**config.mk**
```make
export PLATFORM = sky130hd
export DESIGN_NAME = spi_slave_resp_flat
export DESIGN_NICKNAME = d
export VERILOG_FILES = /design/src/rtl/spi_slave_resp_if.sv /design/src/rtl/spi_slave_resp.sv /design/src/flat_wrapper.sv
export SDC_FILE = /design/constraint.sdc
export NUM_CORES = 1
export LEC_CHECK = 0
export BUFFER_PORTS_ARGS = -buffer_cell sky130_fd_sc_hd__buf_2
export CORE_ASPECT_RATIO = 2
export CORE_MARGIN = 4
export CORE_UTILIZATION = 45
export CTS_CLUSTER_SIZE = 16
export DETAILED_ROUTE_END_ITERATION = 10
export GPL_TIMING_DRIVEN = 0
export PLACE_DENSITY = 0.62
export SLEW_MARGIN = 10
export SYNTH_ARGS = -nofsm -noshare
export SYNTH_HDL_FRONTEND = slang
export SYNTH_SLANG_ARGS = --single-unit
```
**constraint.sdc**
```tcl
create_clock -name clk_clk -period 1.9 [get_ports clk_clk]
set_input_delay 0.475 -clock clk_clk [delete_from_list [all_inputs] [get_ports clk_clk]]
set_output_delay 0.475 -clock clk_clk [all_outputs]
set_load 0.02 [all_outputs]
```
**src/rtl/spi_slave_resp_if.sv**
```systemverilog
// Bus bundle between the SPI responder, the SPI pins and the local byte-stream consumer/producer.
interface spi_slave_resp_if;
    logic       spi_SCLK;
    logic       spi_MOSI;
    logic       spi_SS_n;
    logic       spi_MISO;
    logic [7:0] tx_data;
    logic       tx_valid;
    logic       tx_ready;
    logic [7:0] rx_data;
    logic       rx_valid;
    logic       rx_ready;
    logic       overrun;
    logic       overrun_clr;
    logic       busy;

    modport slave (
        input  spi_SCLK, spi_MOSI, spi_SS_n, tx_data, tx_valid, rx_ready, overrun_clr,
        output spi_MISO, tx_ready, rx_data, rx_valid, overrun, busy
    );

    modport master (
        output spi_SCLK, spi_MOSI, spi_SS_n, tx_data, tx_valid, rx_ready, overrun_clr,
        input  spi_MISO, tx_ready, rx_data, rx_valid, overrun, busy
    );
endinterface

```
**src/rtl/spi_slave_resp.sv**
```systemverilog
// Oversampling SPI responder: one byte in / one byte out per slot, single-entry tx buffer, valid/ready rx.
// Optional: define SPI_SLAVE_RESP_MISO_TRISTATE_EN to release MISO (high-Z) while not selected.
module spi_slave_resp #(
    parameter bit         CPOL       = 1'b0,
    parameter bit         CPHA       = 1'b0,
    parameter logic [7:0] DEFAULT_TX = 8'hFF
) (
    input  logic               clk_clk,
    input  logic               reset_reset,
    spi_slave_resp_if.slave    bus
);
    localparam int unsigned BYTE_W = 8;
    localparam int unsigned CNT_W  = 3;

    typedef enum logic {IDLE, ACTIVE} state_t;

    state_t              state_q, state_n;
    logic                sclk_s1, sclk_s2, sclk_d;
    logic                mosi_s1, mosi_s2;
    logic                ss_s1, ss_s2, ss_d;
    logic [CNT_W-1:0]    cnt_q, cnt_n;
    logic [BYTE_W-2:0]   rx_sh_q, rx_sh_n;
    logic [BYTE_W-1:0]   tx_sh_q, tx_sh_n;
    logic [BYTE_W-1:0]   tx_buf_q, tx_buf_n;
    logic                tx_ready_q, tx_ready_n;
    logic [BYTE_W-1:0]   rx_data_q, rx_data_n;
    logic                rx_valid_q, rx_valid_n;
    logic                overrun_q, overrun_n;
    logic                busy_q, busy_n;
    logic                miso_q, miso_n;

    logic                ss_fall, ss_rise, lead_edge, trail_edge, sample_edge, shift_edge;
    logic [BYTE_W-1:0]   next_tx;
    logic                consume, rx_done, overrun_set;

    // Two-flop synchronisers plus one history flop for edge detection.
    always_ff @(posedge clk_clk or posedge reset_reset) begin
        if (reset_reset) begin
            sclk_s1 <= CPOL;
            sclk_s2 <= CPOL;
            sclk_d  <= CPOL;
            mosi_s1 <= 1'b0;
            mosi_s2 <= 1'b0;
            ss_s1   <= 1'b1;
            ss_s2   <= 1'b1;
            ss_d    <= 1'b1;
        end else begin
            sclk_s1 <= bus.spi_SCLK;
            sclk_s2 <= sclk_s1;
            sclk_d  <= sclk_s2;
            mosi_s1 <= bus.spi_MOSI;
            mosi_s2 <= mosi_s1;
            ss_s1   <= bus.spi_SS_n;
            ss_s2   <= ss_s1;
            ss_d    <= ss_s2;
        end
    end

    assign ss_fall     = ss_d & ~ss_s2;
    assign ss_rise     = ~ss_d & ss_s2;
    assign lead_edge   = (sclk_s2 != CPOL) && (sclk_d == CPOL);
    assign trail_edge  = (sclk_s2 == CPOL) && (sclk_d != CPOL);
    assign sample_edge = CPHA ? trail_edge : lead_edge;
    assign shift_edge  = CPHA ? lead_edge  : trail_edge;
    assign next_tx     = tx_ready_q ? DEFAULT_TX : tx_buf_q;

    always_ff @(posedge clk_clk or posedge reset_reset) begin
        if (reset_reset) begin
            state_q    <= IDLE;
            cnt_q      <= '0;
            rx_sh_q    <= '0;
            tx_sh_q    <= '0;
            tx_buf_q   <= '0;
            tx_ready_q <= 1'b1;
            rx_data_q  <= '0;
            rx_valid_q <= 1'b0;
            overrun_q  <= 1'b0;
            busy_q     <= 1'b0;
            miso_q     <= 1'b1;
        end else begin
            state_q    <= state_n;
            cnt_q      <= cnt_n;
            rx_sh_q    <= rx_sh_n;
            tx_sh_q    <= tx_sh_n;
            tx_buf_q   <= tx_buf_n;
            tx_ready_q <= tx_ready_n;
            rx_data_q  <= rx_data_n;
            rx_valid_q <= rx_valid_n;
            overrun_q  <= overrun_n;
            busy_q     <= busy_n;
            miso_q     <= miso_n;
        end
    end

    always_comb begin
        state_n     = state_q;
        cnt_n       = cnt_q;
        rx_sh_n     = rx_sh_q;
        tx_sh_n     = tx_sh_q;
        tx_buf_n    = tx_buf_q;
        tx_ready_n  = tx_ready_q;
        rx_data_n   = rx_data_q;
        rx_valid_n  = rx_valid_q;
        overrun_n   = overrun_q;
        busy_n      = busy_q;
        miso_n      = miso_q;
        consume     = 1'b0;
        rx_done     = 1'b0;
        overrun_set = 1'b0;

        if (rx_valid_q && bus.rx_ready) begin
            rx_valid_n = 1'b0;
        end

        // SS_n edges take priority; SCLK edges are only acted on mid-frame.
        unique case (state_q)
            IDLE: begin
                if (ss_fall) begin
                    state_n = ACTIVE;
                    busy_n  = 1'b1;
                    cnt_n   = '0;
                    tx_sh_n = next_tx;
                    consume = 1'b1;
                    if (!CPHA) begin
                        miso_n = next_tx[BYTE_W-1];
                    end
                end
            end
            ACTIVE: begin
                if (ss_rise) begin
                    state_n = IDLE;
                    busy_n  = 1'b0;
                    miso_n  = 1'b1;
                    cnt_n   = '0;
                end else if (sample_edge) begin
                    rx_sh_n = {rx_sh_q[BYTE_W-3:0], mosi_s2};
                    cnt_n   = CNT_W'(cnt_q + CNT_W'(1));
                    if (cnt_q == CNT_W'(BYTE_W - 1)) begin
                        rx_done = 1'b1;
                        cnt_n   = '0;
                        tx_sh_n = next_tx;
                        consume = 1'b1;
                        if (!CPHA) begin
                            miso_n = next_tx[BYTE_W-1];
                        end
                    end
                end else if (shift_edge) begin
                    miso_n = tx_sh_q[~cnt_q];
                end
            end
            default: state_n = IDLE;
        endcase

        if (consume) begin
            tx_ready_n = 1'b1;
        end
        // A write lands after any same-cycle consume so it is never lost.
        if (bus.tx_valid && tx_ready_q) begin
            tx_buf_n   = bus.tx_data;
            tx_ready_n = 1'b0;
        end

        if (rx_done) begin
            rx_data_n   = {rx_sh_q, mosi_s2};
            rx_valid_n  = 1'b1;
            overrun_set = rx_valid_q && !bus.rx_ready;
        end

        if (bus.overrun_clr) begin
            overrun_n = 1'b0;
        end
        if (overrun_set) begin
            overrun_n = 1'b1;
        end
    end

`ifdef SPI_SLAVE_RESP_MISO_TRISTATE_EN
    assign bus.spi_MISO = busy_q ? miso_q : 1'bz;
`else
    assign bus.spi_MISO = miso_q;
`endif
    assign bus.tx_ready = tx_ready_q;
    assign bus.rx_data  = rx_data_q;
    assign bus.rx_valid = rx_valid_q;
    assign bus.overrun  = overrun_q;
    assign bus.busy     = busy_q;

endmodule

```
**src/flat_wrapper.sv**
```systemverilog
// flat-port wrapper written by rule: the top's interface ports become plain ports
module spi_slave_resp_flat 
#(
    parameter bit         CPOL       = 1'b0,
    parameter bit         CPHA       = 1'b0,
    parameter logic [7:0] DEFAULT_TX = 8'hFF
)
  (clk_clk, reset_reset, bus_spi_SCLK, bus_spi_MOSI, bus_spi_SS_n, bus_tx_data, bus_tx_valid, bus_rx_ready, bus_overrun_clr, bus_spi_MISO, bus_tx_ready, bus_rx_data, bus_rx_valid, bus_overrun, bus_busy);
  spi_slave_resp_if bus_i ();
  input  logic clk_clk;
  input  logic reset_reset;
  input wire logic [$bits(bus_i.spi_SCLK)-1:0] bus_spi_SCLK;
  input wire logic [$bits(bus_i.spi_MOSI)-1:0] bus_spi_MOSI;
  input wire logic [$bits(bus_i.spi_SS_n)-1:0] bus_spi_SS_n;
  input wire logic [$bits(bus_i.tx_data)-1:0] bus_tx_data;
  input wire logic [$bits(bus_i.tx_valid)-1:0] bus_tx_valid;
  input wire logic [$bits(bus_i.rx_ready)-1:0] bus_rx_ready;
  input wire logic [$bits(bus_i.overrun_clr)-1:0] bus_overrun_clr;
  output wire logic [$bits(bus_i.spi_MISO)-1:0] bus_spi_MISO;
  output wire logic [$bits(bus_i.tx_ready)-1:0] bus_tx_ready;
  output wire logic [$bits(bus_i.rx_data)-1:0] bus_rx_data;
  output wire logic [$bits(bus_i.rx_valid)-1:0] bus_rx_valid;
  output wire logic [$bits(bus_i.overrun)-1:0] bus_overrun;
  output wire logic [$bits(bus_i.busy)-1:0] bus_busy;
  assign bus_i.spi_SCLK = bus_spi_SCLK;
  assign bus_i.spi_MOSI = bus_spi_MOSI;
  assign bus_i.spi_SS_n = bus_spi_SS_n;
  assign bus_i.tx_data = bus_tx_data;
  assign bus_i.tx_valid = bus_tx_valid;
  assign bus_i.rx_ready = bus_rx_ready;
  assign bus_i.overrun_clr = bus_overrun_clr;
  assign bus_spi_MISO = bus_i.spi_MISO;
  assign bus_tx_ready = bus_i.tx_ready;
  assign bus_rx_data = bus_i.rx_data;
  assign bus_rx_valid = bus_i.rx_valid;
  assign bus_overrun = bus_i.overrun;
  assign bus_busy = bus_i.busy;
  spi_slave_resp #(.CPOL(CPOL), .CPHA(CPHA), .DEFAULT_TX(DEFAULT_TX)) u_core (.clk_clk(clk_clk), .reset_reset(reset_reset), .bus(bus_i));
endmodule
```
== Yosys cells after proc, flatten, opt, wreduce, memory -nomap -nowiden ==
Cells that the tools add are included.
Word-level totals
  flip-flop bits (word level): 48
  bits in latches: 0
  memory bits (writable): 0
  bits in read-only memories: 0
  input port bits: 16
  output and inout port bits: 13
  logic and storage cells: 90
  memories kept: 0
Cells by class
  add/subtract/negate cells: 1
  $mul: 0
  divide/modulo/power cells: 0
  order comparisons: 1
  eq/ne operators: 9
  shifts and indexed selects: 0
  muxes and demuxes: 37
  bitwise operators: 9
  reductions and logical operators: 14
Operators with widths (count)
  $mux W8: 5
  $mux W1: 21
  $pmux W8 S2: 1
  $mux W3: 4
  $ne A2 B2 Y1 const B: 4
  $ne A4 B4 Y1 const B: 2
  $pmux W1 S2: 4
  $not A1 Y1: 6
  $pmux W3 S2: 1
  $reduce_and A3 Y1: 2
  $reduce_bool A2 Y1: 3
  $logic_and A1 B1 Y1: 5
  $lt A3 B4 Y1 const B: 1
  $reduce_and A2 Y1: 2
  $reduce_and A4 Y1: 1
  $add A3 B1 Y3 const B: 1
  $bmux W1 S3: 1
  $eq A3 B3 Y1 const B: 1
  $ne A3 B3 Y1 const B: 1
  $not A3 Y3: 1
  $and A1 B1 Y1: 2
  $ne A2 B1 Y1 const B: 1
  $logic_not A1 Y1: 1

== Depth between registers and ports, before layout ==
  depth in word-level cells: 7
  depth in mapped cells: 7
  depth with buffers taken out: 6

== Worst setup path after synthesis ==
No wires, ideal clock.
  path kind: reg2reg
  from: register u_core.cnt_q[0]
  to: register u_core.tx_sh_q[0]
  library setup time: 0.124 ns
  arrival time: 1.552 ns
  data required time: 1.776 ns
  slack: 0.225 ns
  cell stages (with the launch flop): 6
  buffers on the path: 1
  period minus slack after synthesis: 1.675 ns
  cell sequence: dfrtp_1 -> ha_1 -> ha_1 -> a41oi_1 -> buf_2 -> o21ai_1
On the way
  word-level cells in the longest chain between the ends: 3
RTL lines
  start: declaration: RTL line spi_slave_resp.sv:21  | logic [CNT_W-1:0] cnt_q, cnt_n;
  start signal: assignment: RTL line spi_slave_resp.sv:82  | cnt_q <= cnt_n;
  $eq A3 B3 Y1: RTL line spi_slave_resp.sv:138  | if (cnt_q == CNT_W'(BYTE_W - 1)) begin
  $ne A2 B2 Y1 (no line)
  $reduce_and A4 Y1 (no line)
  end signal: assignment: RTL line spi_slave_resp.sv:84  | tx_sh_q <= tx_sh_n;
  end: declaration: RTL line spi_slave_resp.sv:23  | logic [BYTE_W-1:0] tx_sh_q, tx_sh_n;
No other way between the ends.
A chain may end at the register's enable or synchronous reset.

== Worst setup path after layout ==
  from: register u_core.cnt_q[0]
  to: register u_core.miso_q, in the netlist u_core.bus.spi_MISO
On the way
  word-level cells in the longest chain between the ends: 7
  elaborated cells on any way between the ends: 10
  classes of those cells: eq/ne (2); mux (6); bitwise (1); reduce/logical (1)
RTL lines
  $not A3 Y3: RTL line spi_slave_resp.sv:148  | miso_n = tx_sh_q[~cnt_q];
  $bmux W1 S3: RTL line spi_slave_resp.sv:148
  $mux W1 (implied by the code): RTL line spi_slave_resp.sv:148
  $mux W1: RTL line spi_slave_resp.sv:147  | end else if (shift_edge) begin
  $mux W1: RTL line spi_slave_resp.sv:135  | end else if (sample_edge) begin
  $mux W1: RTL line spi_slave_resp.sv:130  | if (ss_rise) begin
  $pmux W1 S2: RTL line spi_slave_resp.sv:116  | unique case (state_q)
  end signal: assignment: RTL line spi_slave_resp.sv:91  | miso_q <= miso_n;
  end: declaration: RTL line spi_slave_resp.sv:30  | logic miso_q, miso_n;
Parallel ways exist; a longest one is shown, timed or not. The select of a mux whose other input is x is not followed.

==> flow_summary.ini <==
[status]
run_status = finished clean

[worst_setup_path]
worstReg2RegEnd = u_core.bus.spi_MISO
critPathBufInv = 0
timing.reg2reg.worst_path_depth = 6
critical_path.startpoint_type = flip-flop
crit_chain = ha_1 > ha_1 > nor2b_1 > o21ai_0 > a21oi_1 > mux2_2
cpPeakStageDelay_ns = 0.46
critPathTopFamily = adder cells
r2r_setup_slack_ns = 0.07
worst_r2r_startpoint = u_core.cnt_q[0]
worstSetupEndpointType = flip-flop
critical_path.most_common_cell = sky130_fd_sc_hd__ha_1
timing.critical_path.slowest_stage_cell = sky130_fd_sc_hd__dfrtp_2
worst-endpoint-arrival_ns = 2.05
cp.required_ns = 2.12
timing.critical_path.fanout_max = 7
critPathKind = flip-flop to flip-flop

[place]
placedCellCount = 234
placed_area_mm2 = 0.00216
numPortBuffers = 28
finalWeightedCongestion = 0.827
detailedPlacementHpwl_um = 2520

[cts]
clock_sinks = 48
ctsHtreeMaxLevel = 2
cts-buffers-inserted = 5
cts.hold.buffers_added = 0
clock_insertion_delay_worst_skew_ns = 0.29
clk_root_buffer_cell = sky130_fd_sc_hd__clkbuf_8
clk_transition_reported_paths_ns = 0.08
cts-root-to-sink-buffers = 2
tritoncts_clock_tree = built

[detailed_routing]
detailedRoute.firstIterationViolations = 22
drt-total-wl_um = 3340
drc = 0
routed.top_layer = met4
vias_per_cell = 5.07
num_vias = 1222
detailroute.wirelength.met3_um = 152
detail_route.wl_per_cell_um = 13.9
route.layer.met1.wl_um = 1220
first_pass_iters = 4
dr_wl_met2_um = 1920
detail-route-antenna-nets = 0

[power]
static-leakage-power_nw = 1.10
fin_total_pwr_mw = 2.42
power_density_mw_per_mm2 = 1060
worst_ir_drop_vdd_mv = 0.811

[logic_synthesis]
post_synth_inst_count = 153
synth_top_area_share = 0.556
synth.yosys.warnings = 0
synth_largest_area_cell = sky130_fd_sc_hd__dfrtp_1
synth.avg_cell_area_um2 = 12.7
yosysUniqueCellTypes = 28
postSynthRegisterBits = 48
synth_area_leaders = sky130_fd_sc_hd__dfrtp_1 56%, sky130_fd_sc_hd__mux2_2 14%, sky130_fd_sc_hd__dfstp_2 6.8%
register_area_share_after_synthesis = 0.623
netlist_area_mm2 = 0.00194
synth_nets = 172

[sta]
maxSlewHeadroom = 0.587
finalMaxSlewViolations = 0
timing.final.hold_violations = 0
final.setup.tns_ns = 0
maximum_clock_frequency_mhz = 547
setup_violations = 0
final_worst_clock_skew_ns = 0.00639
finalCriticalPeriod_ns = 1.83
rsz_0062_raised_after_global_routing = no
worstMarginPinSlew_ns = 0.618
timing.final.crit_share = 0.961

[die]
die_width_um = 54.4
die_area_mm2 = 0.00548
die-height_um = 101
fp-row-count = 33
design.portCount = 29
start_util = 0.469
design.core.area_mm2 = 0.00413

[layout]
drive_above_1_share = 0.392
num-nets-final = 207
diode_insertion_count_for_antenna_repair = 0
finish.cell_count_without_fillers = 241
area_delta_synth_final_pct = 17.6
final_area_mm2 = 0.00228

[global_route]
globalRouteTotalUtil = 0.140
grt_pass1_vias = 1280
maximum_number_of_pins_on_one_net_before_global_route_repair = 42
grt_pass1_wl_um = 5690
grt_remaining_overflow = 0
grt_antenna_before_repair = 0

[flow_run]
max_cap_viol_count = 0

[min_path]
min_path_type = input port to async pin
through the flow:
stage | util | hold slack, ns | setup WS, ns
finish | 0.552 | 0.0790 | 0.0732
global placement | 0.519 | 0.333 | -0.197
floorplan | - | 0.331 | 0.225
CTS | 0.547 | 0.0761 | 0.0661
detailed placement | 0.524 | 0.344 | -0.146
global route | 0.552 | 0.0869 | 0.00157
flip-flops by register name, summed over array words and instances (netlist names), 3 cells and up:
| signal | flops |
|---|---|
| u_core.rx_sh_q | 7 |
| u_core.tx_sh_q | 8 |
| u_core.bus.rx_data | 8 |
| u_core.cnt_q | 3 |
| u_core.tx_buf_q | 8 |
worst register-to-register path, cell delays in order, from the launching register on:
cell and delay [ns]:
sky130_fd_sc_hd__dfrtp_2 0.46, sky130_fd_sc_hd__ha_1 0.21, sky130_fd_sc_hd__ha_1 0.27, sky130_fd_sc_hd__nor2b_1 0.19
sky130_fd_sc_hd__o21ai_0 0.09, sky130_fd_sc_hd__a21oi_1 0.17, sky130_fd_sc_hd__mux2_2 0.35
worst max-delay path by stage:
stage          depth (start not counted)            start                     to  slack [ns]
2_1_floorplan                          5  u_core.cnt_q[0]      u_core.tx_sh_q[0]        0.22
3_3_place_gp                           2      reset_reset     u_core.tx_buf_q[2]       -0.20
3_5_place_dp                           6  u_core.cnt_q[0]      u_core.tx_sh_q[1]       -0.15
4_1_cts                                6  u_core.cnt_q[0]      u_core.tx_sh_q[1]        0.07
5_1_grt                                5      u_core.ss_d  u_core.bus.rx_data[5]       0.002
6_report                               6  u_core.cnt_q[0]    u_core.bus.spi_MISO        0.07
layout by cell type, fill, tap and decap left out, drive strengths merged, types with 2 or more instances in the layout:
master	count
inv	6
ha	3
mux2	24
nor2	11
a211oi	2
clkbuf	10
nor2b	2
buf	32
dfrtp	43
a21oi	8
mux2i	3
nand2b	3
nand2	12
nor3	2
o21ai	13
o22ai	2
dfstp	5
report_power, final:
| group | switching, mW | internal [mW] | leakage [nW] |
|---|---|---|---|
| clock network | 0.301 | 0.297 | 0.0455 |
| registers | 0.133 | 1.25 | 0.589 |
| logic | 0.208 | 0.238 | 0.470 |
area by class of cell:
| type | count | area (um2) |
|---|---|---|
| Fill cell | 360 | 1850 |
| Sequential cell | 48 | 1210 |
| Multi-Input combinational cell | 93 | 703 |
| Timing Repair Buffer | 29 | 160 |
| Clock buffer | 8 | 90.1 |
| Tap cell | 52 | 65.1 |
| Buffer | 5 | 28.8 |
| Inverter | 6 | 22.5 |
layer usage:
metal  vias to the layer above  GRT usage
li1                        592          -
met1                       598      0.159
met2                        28      0.242
met3                         4     0.0385
met4                         0     0.0499
met5                         -          0
synthesized netlist by cell type:
cell / number
sky130_fd_sc_hd__buf_6: 1
sky130_fd_sc_hd__nand2_1: 11
sky130_fd_sc_hd__nand3_1: 1
sky130_fd_sc_hd__a41oi_1: 1
sky130_fd_sc_hd__a41o_1: 1
sky130_fd_sc_hd__nand3b_1: 1
sky130_fd_sc_hd__and3_1: 1
sky130_fd_sc_hd__dfstp_2: 5
sky130_fd_sc_hd__ha_1: 3
sky130_fd_sc_hd__clkbuf_1: 3
sky130_fd_sc_hd__o22ai_1: 2
sky130_fd_sc_hd__o21ai_0: 12
sky130_fd_sc_hd__o21ai_1: 1
sky130_fd_sc_hd__nor3_1: 2
sky130_fd_sc_hd__nand2_2: 1
sky130_fd_sc_hd__nand2b_1: 3
sky130_fd_sc_hd__inv_1: 6
sky130_fd_sc_hd__mux2_2: 24
sky130_fd_sc_hd__a211oi_1: 2
sky130_fd_sc_hd__a21oi_1: 8
sky130_fd_sc_hd__mux4_2: 1
sky130_fd_sc_hd__buf_2: 2
sky130_fd_sc_hd__nor3b_1: 1
sky130_fd_sc_hd__nor2b_1: 2
sky130_fd_sc_hd__or2_0: 1
sky130_fd_sc_hd__nor2_1: 11
sky130_fd_sc_hd__mux2i_1: 3
sky130_fd_sc_hd__dfrtp_1: 43
repair_timing:
item                       in CTS  in global routing
buffers inserted                0                  0
pin swaps                       0                  1
setup endpoints to repair      17                 10
gates resized for setup         2                  4
logic make-up (layout without fill, tap and decap cells):
group           count (synthesis)  after routing  share of synthesized area
compound gates                 27             27                     0.0782
fa+ha+maj                       3              3                     0.0194
buf+inv                        12             48                     0.0284
flops                          48             48                      0.623
mux                            28             28                      0.167
simple gates                   35             35                     0.0840
(Power assumes the default switching activity.)
